`src/rtl/exec_muldiv.sv`:
```
// Iterative RV32M multiply/divide: shift-add multiply, restoring divide, one bit per cycle.
// Optional MULDIV_EARLY_OUT_EN lets divide-by-zero, signed overflow and zero-operand multiply skip CALC.
module exec_muldiv #(
  parameter int DATA_WIDTH     = 32,
  parameter int R_ADRESS_WIDTH = 5
) (
  input  logic                      clk,
  input  logic                      rst,
  input  logic                      start,
  input  logic                      flush,
  input  logic [2:0]                op,
  input  logic [DATA_WIDTH-1:0]     rs1_in,
  input  logic [DATA_WIDTH-1:0]     rs2_in,
  input  logic [R_ADRESS_WIDTH-1:0] rd_in,
  output logic                      busy,
  output logic                      done,
  output logic [DATA_WIDTH-1:0]     result,
  output logic [R_ADRESS_WIDTH-1:0] rd_out
);

  localparam int DW = DATA_WIDTH;
  localparam int CW = $clog2(DATA_WIDTH + 1);

  typedef enum logic [1:0] {S_IDLE, S_CALC, S_FIX, S_DONE} state_t;

  state_t                    state, state_nxt;
  logic [2:0]                op_q;
  logic [R_ADRESS_WIDTH-1:0] rd_q;
  logic                      sign_a, sign_b, div_zero;
  logic [2*DW-1:0]           acc;
  logic [DW-1:0]             b_q;
  logic [CW-1:0]             cnt;

  logic          accept, a_sgn_op, b_sgn_op, neg_a, neg_b, early;
  logic [DW-1:0] abs_a, abs_b;

  assign accept   = (state == S_IDLE) && start && !flush;
  assign a_sgn_op = (op == 3'b001) || (op == 3'b010) || (op == 3'b100) || (op == 3'b110);
  assign b_sgn_op = (op == 3'b001) || (op == 3'b100) || (op == 3'b110);
  assign neg_a    = a_sgn_op && rs1_in[DW-1];
  assign neg_b    = b_sgn_op && rs2_in[DW-1];
  assign abs_a    = neg_a ? -rs1_in : rs1_in;
  assign abs_b    = neg_b ? -rs2_in : rs2_in;

`ifdef MULDIV_EARLY_OUT_EN
  logic            ovf_in;
  logic [2*DW-1:0] early_acc;
  assign ovf_in = op[2] && !op[0] && (rs1_in == {1'b1, {(DW-1){1'b0}}}) && (&rs2_in);
  assign early  = op[2] ? ((rs2_in == '0) || ovf_in) : ((rs1_in == '0) || (rs2_in == '0));
  // Preload the unsigned magnitudes CALC would have produced so FIX is shared.
  always_comb begin
    early_acc = '0;
    if (op[2] && rs2_in == '0)
      early_acc = {abs_a, {DW{1'b1}}};
    else if (op[2])
      early_acc = {{DW{1'b0}}, 1'b1, {(DW-1){1'b0}}};
  end
`else
  assign early = 1'b0;
`endif

  // One iteration of each algorithm; acc holds {hi, lo} for multiply and {rem, quo} for divide.
  logic [DW:0]     mul_sum, div_sh;
  logic [DW-1:0]   div_diff;
  logic            div_ge;
  logic [2*DW-1:0] mul_nxt, div_nxt;

  assign mul_sum  = {1'b0, acc[2*DW-1:DW]} + (acc[0] ? {1'b0, b_q} : {(DW+1){1'b0}});
  assign mul_nxt  = {mul_sum, acc[DW-1:1]};
  assign div_sh   = {acc[2*DW-1:DW], acc[DW-1]};
  assign div_ge   = div_sh >= {1'b0, b_q};
  assign div_diff = div_sh[DW-1:0] - b_q;
  assign div_nxt  = div_ge ? {div_diff, acc[DW-2:0], 1'b1}
                           : {div_sh[DW-1:0], acc[DW-2:0], 1'b0};

  logic [2*DW-1:0] prod;
  logic [DW-1:0]   quo, rem, fix_res;

  assign prod = (sign_a ^ sign_b) ? -acc : acc;
  assign quo  = div_zero ? {DW{1'b1}}
                         : ((sign_a ^ sign_b) ? -acc[DW-1:0] : acc[DW-1:0]);
  assign rem  = sign_a ? -acc[2*DW-1:DW] : acc[2*DW-1:DW];

  always_comb begin
    fix_res = '0;
    case (op_q)
      3'b000:                 fix_res = prod[DW-1:0];
      3'b001, 3'b010, 3'b011: fix_res = prod[2*DW-1:DW];
      3'b100, 3'b101:         fix_res = quo;
      default:                fix_res = rem;
    endcase
  end

  always_comb begin
    state_nxt = state;
    busy      = 1'b0;
    done      = 1'b0;
    case (state)
      S_IDLE: begin
        busy = accept;
        if (accept) state_nxt = early ? S_FIX : S_CALC;
      end
      S_CALC: begin
        busy = 1'b1;
        if (flush)                 state_nxt = S_IDLE;
        else if (cnt == CW'(1))    state_nxt = S_FIX;
      end
      S_FIX: begin
        busy      = 1'b1;
        state_nxt = flush ? S_IDLE : S_DONE;
      end
      default: begin
        done      = !flush;
        state_nxt = S_IDLE;
      end
    endcase
  end

  always_ff @(posedge clk) begin
    if (rst) begin
      state    <= S_IDLE;
      cnt      <= '0;
      result   <= '0;
      rd_out   <= '0;
      op_q     <= '0;
      rd_q     <= '0;
      sign_a   <= 1'b0;
      sign_b   <= 1'b0;
      div_zero <= 1'b0;
      acc      <= '0;
      b_q      <= '0;
    end else begin
      state <= state_nxt;
      case (state)
        S_IDLE: begin
          if (accept) begin
            op_q     <= op;
            rd_q     <= rd_in;
            sign_a   <= neg_a;
            sign_b   <= neg_b;
            div_zero <= op[2] && (rs2_in == '0);
            cnt      <= CW'(DATA_WIDTH);
            // Divide: acc.lo = dividend, b = divisor. Multiply: acc.lo = multiplier, b = multiplicand.
            b_q      <= op[2] ? abs_b : abs_a;
            acc      <= {{DW{1'b0}}, (op[2] ? abs_a : abs_b)};
`ifdef MULDIV_EARLY_OUT_EN
            if (early) acc <= early_acc;
`endif
          end
        end
        S_CALC: begin
          acc <= op_q[2] ? div_nxt : mul_nxt;
          cnt <= cnt - CW'(1);
        end
        S_FIX: begin
          if (!flush) begin
            result <= fix_res;
            rd_out <= rd_q;
          end
        end
        default: ;
      endcase
    end
  end

endmodule

```
`config.mk`:
```
export PLATFORM = sky130hd
export DESIGN_NAME = exec_muldiv
export DESIGN_NICKNAME = d
export VERILOG_FILES = /design/src/rtl/exec_muldiv.sv
export SDC_FILE = /design/constraint.sdc
export NUM_CORES = 1
export LEC_CHECK = 0
export CAP_MARGIN = 20
export CELL_PAD_IN_SITES_DETAIL_PLACEMENT = 1
export CELL_PAD_IN_SITES_GLOBAL_PLACEMENT = 2
export CORE_AREA = 10 10 217 219
export CTS_CLUSTER_DIAMETER = 40
export DETAILED_ROUTE_END_ITERATION = 8
export DIE_AREA = 0 0 227 229
export PLACE_DENSITY = 0.83
export SLEW_MARGIN = 20
export SYNTH_ARGS = -nofsm -noshare
export SYNTH_HDL_FRONTEND = slang
export SYNTH_SLANG_ARGS = --single-unit
export TNS_END_PERCENT = 30
```
`constraint.sdc`:
```
create_clock -name clk -period 4.8 [get_ports clk]
set_clock_uncertainty 0.1 [all_clocks]
set_input_delay 0.72 -clock clk [delete_from_list [all_inputs] [get_ports clk]]
set_output_delay 0.72 -clock clk [all_outputs]
set_load 0.005 [all_outputs]
```
Word level (Yosys, flattened, before mapping)
Index checks and enable logic that the tools add are counted.

Add/subtract/negate cells: 8. Multipliers: 0. Divide/modulo/power cells: 0. $lt $le $gt $ge: 1. Eq/ne operators: 14. Shift-type cells: 0. Multiplexer cells: 23. Bitwise operators: 2. Reductions and logical operators: 23.

Operators with widths (count): 32-bit 2-to-1 mux (8); 64-bit 2-to-1 mux (4); 32-bit negator (4); 64-bit case mux with 2 select lines (1); 32-bit case mux with 3 select lines (1); 64-bit negator (1); 32-bit by 32-bit adder with 33-bit output (1); 33-bit by 32-bit >= comparator with 1-bit output (1); 32-bit logical NOT (1); 32-bit subtractor (1); 3-bit equality test (second input constant) (4); 6-bit case mux with 2 select lines (1); 3-bit by 2-bit equality test with 1-bit output (second input constant) (3); 2-bit 2-to-1 mux (4); 2-bit AND reduction (4); 3-bit by 1-bit equality test with 1-bit output (second input constant) (2); 6-bit by 1-bit equality test with 1-bit output (second input constant) (1); 6-bit 2-to-1 mux (1); 2-bit case mux with 3 select lines (1); 3-bit OR reduction (2); 6-bit by 1-bit subtractor with 6-bit output (second input constant) (1); 1-bit logical AND (5); 1-bit logical OR (5); 2-bit OR reduction (2); 12 further kinds (12).

Bits in registers: 152. Bits in latches: 0. Bits in writable memories: 0. ROM bits: 0. Input port bits: 76. Output and inout port bits: 39. Word-level logic and storage cells: 82. Memories: 0.

Longest topological paths before layout
Depth after elaboration: 9. Gate-level depth with buffers: 15. Depth with buffers taken out: 14.

Worst setup path after synthesis
OpenSTA, ideal clock, no wires.

Kind: register -> register. From: reg acc[32]. To: reg acc[63]. Library setup time: 0.115 ns. Arrival time: 3.158 ns. Required time: 4.585 ns. Setup slack: 1.428 ns. Cell stages (with the launch flop): 12. Buffers on the path: 0. Clock period less this slack: 3.372 ns. Path through: dfxtp_1 ha_1 nor2b_1 o31a_1 o41ai_2 a21oi_1 a211o_1 a31o_2 a2111oi_0 o21bai_1 xnor2_1 a2111oi_0.

Cells in the longest elaborated chain, start to end: 4. Elaborated cells on any way between the ends: 6. Classes of those cells: 2 x add/sub; 1 x order compare; 3 x mux.

RTL lines: start, declared (RTL line 30) `logic [2*DW-1:0] acc;`; start signal, assigned (RTL line 145) `acc <= {{DW{1'b0}}, (op[2] ? abs_a : abs_b)};`; start signal, assigned (RTL line 152) `acc <= op_q[2] ? div_nxt : mul_nxt;`; 32-bit subtractor / 33-bit by 32-bit >= comparator with 1-bit output (equally long branches) (RTL line 72, 71); 64-bit 2-to-1 mux (RTL line 73) `assign div_nxt = div_ge ? {div_diff, acc[DW-2:0], 1'b1}`; 64-bit 2-to-1 mux * (RTL line 152); 64-bit case mux with 2 select lines * (RTL line 134) `case (state)`.

Mark *: on every way between the ends. The rest lies on a longest branch, timed or not. A chain may end at the register's enable or synchronous reset.

Worst setup path after layout
Same ends and word-level chain as after synthesis.

==> metrics.yaml <==
cts_tree: "yes"
p_comb_share_pct: 46.3
leakage_uw: 0.00658
wl_per_cell_um: 22.8
syn_nets: 2174
hold_viol_final: 0
peakVddDrop_mv: 0.237
nets: 2205
met3_usage_pct: 3.62
routed_wl_mm: 59.6
numCtsBuffers: 17
r2r_cells: 12
cts_resized: 0
slew-limit-headroom_pct: 34.1
yosysTopAreaCellShare_pct: 21.3
seqPwrFrac_pct: 29.6
startpoint_type: "flop"
io_buffers: 114
coreArea_um2: 42700
worstPathMaxFanout: 9
start_util_pct: 33.5
setup_tns_ns: 0
track_usage_pct: 22.5
power_per_cell_area_nw_per_um2: 334
synth-async-reset-ratio_pct: 0
synth-seq-cells: 152
layoutNonFillerInstCount: 2611
clkLatencyLatePin_ns: 0.45
hold_path_depth: 2
drtIter0Drc: 1056
antenna_found_initial: 0
hold_path_class: "flop to flop"
clk_pin_slew_worst_paths_ns: 0.07
maxCapViolations: 0
synth.area.top_cells: "dfxtp_1 21%, nor2_1 7.2%, xnor2_1 7.0%"
status: "finished clean"
area.sequential_um2: 3040
rsz0062_at_grt: "no"
grt_max_degree: 74
period_needed_ns: 4.07
synth.most_common_cell: "nor2_1"
synth.distinct_cells: 73
io-pin-count: 115
dieArea_um2: 52000
floorplan.rows: 76
clock_path_buffers: 2
use_met2_pct: 37.2
yosys.area.top_type: "dfxtp_1"
internal-power_uw: 3040
firstDrtPassIters: 5
vias: 15200
grt_overflow: 0
grt_pass1_wl_mm: 92.2
met1_usage_pct: 29.0
cts_max_level: 4
gp_congestion: 0.913
stdcell_area_um2: 16500
period_share_pct: 84.7
vias_per_cell: 5.82
crit_path_end_kind: "flop"
drv_slew: 0
fillers: 5333
synth_enable_flop_cells: 0
clkPwrFrac_pct: 24.1
ys_top_cells_by_count: "276 x nor2_1, 198 x a21oi_1, 186 x nand2_1"
drc: 0
clock-sinks: 152
yosysWarnings: 0
yosysSeqAreaShare_pct: 21.3
path_class: "flop to flop"
post_cts_buffers: 0
dp_hpwl_mm: 46.8
antenna_left: 0
synthFlopType: "dfxtp_1"
drive_gt1_share_pct: 6.05
swShare_pct: 44.8
cts-root-buf: "clkbuf_16"
cp_data_required_time_ns: 5.03
arrival_ns: 4.30
hold_buffers: 0
fp.dieH_um: 229
syn_area_per_cell_um2: 7.07
worst_pin_slew_ns: 0.986
diodes: 0
dp.cells: 2580
fmax_ghz: 0.246
multi_input_area_um2: 10500
synthCells: 2022
setup_viol: 0
syn2layout_area_growth_pct: 15.4
p_sw_uw: 2470
die_w_um: 227
grt-busiest-layer: "met2"
dpl_cell_area_um2: 15900
netlist_area_um2: 14300
grt_pass1_vias: 15400
==> final cells by class <==
cell class                      instances  share of cell area (%)
Multi-Input combinational cell       1661                    63.7
Sequential cell                       152                    18.5
Clock inverter                          8                   0.372
Tap cell                              546                    4.14
Clock buffer                           23                    2.96
Inverter                               62                    1.41
Timing Repair Buffer                  159                    9.00
==> worst max-delay path, cell delays in order (launching register included) <==
cell       delay, ns
dfxtp_1         0.56
ha_1            0.32
nor2b_1         0.15
o31a_1          0.28
o41ai_2         0.20
buf_4           0.19
a21oi_1         0.17
a211o_1         0.38
a31o_2          0.30
a2111oi_0       0.52
o21bai_1        0.17
xnor2_1         0.21
a2111oi_0       0.39
==> layout by cell type (no fill, tap or decap), types with 45 or more instances in the layout <==
master	synthesis	layout
o21ai_0	132	131
buf_4	0	45
clkdlybuf4s50_1	0	112
a21oi_1	198	198
xor2_1	94	93
nor3_1	78	77
ha_1	74	74
xnor2_1	115	114
inv_1	60	60
nand2_1	186	185
a211oi_1	71	71
dfxtp_1	152	151
nor2_1	276	274
==> power by group through the flow <==
stage | sequential, uW | clock (uW) | combinational [uW]
after floorplan | 1530 | 0 | 1700
after global placement | 1640 | 0 | 2480
after CTS | 1620 | 1350 | 2530
after detailed placement | 1650 | 0 | 2520
final | 1630 | 1330 | 2550
after global routing | 1650 | 1390 | 2780
==> worst paths after layout <==
path / startpoint / end / slack [ns]
setup / recovery: acc[32]$_SDFFE_PP0P_ / acc[63]$_SDFFE_PP0P_ / 0.73
hold reg to reg: rd_q[3]$_SDFFE_PP0P_ / rd_out[3]$_SDFFE_PP0P_ / 0.35
setup reg to reg: acc[32]$_SDFFE_PP0P_ / acc[63]$_SDFFE_PP0P_ / 0.73
hold / removal: rd_q[3]$_SDFFE_PP0P_ / rd_out[3]$_SDFFE_PP0P_ / 0.35
==> per-layer routing <==
layer	vias to the layer above	share of wire [%]
li1	7252	-
met1	7506	45
met2	364	47
met3	76	4.7
met4	0	3.0
met5	-	0
==> registers in the layout, indices dropped and copies added, names as in the netlist, 2 cells and up <==
register,flops
acc,64
b_q,32
cnt,6
op_q,3
rd_out,5
rd_q,5
result,32
state,2
==> cell families after synthesis <==
| kind of cell | share of synthesized area (%) |
|---|---|
| simple gates | 22.3 |
| compound gates | 27.4 |
| xor+xnor | 12.8 |
| buf+inv | 5.58 |
| flops | 21.3 |
| fa+ha+maj | 6.75 |
| mux | 3.87 |
==> through the flow <==
stage	hold slack (ns)	setup slack [ns]	power, uW	utilization (%)
after floorplan	0.332	1.43	3230	-
after global placement	0.339	0.736	4130	37.3
after detailed placement	0.347	0.661	4170	37.3
after CTS	0.354	0.754	5510	38.6
after global routing	0.372	0.527	5820	38.6
final	0.350	0.734	5500	38.6
Power figures use the tool's default switching activity.
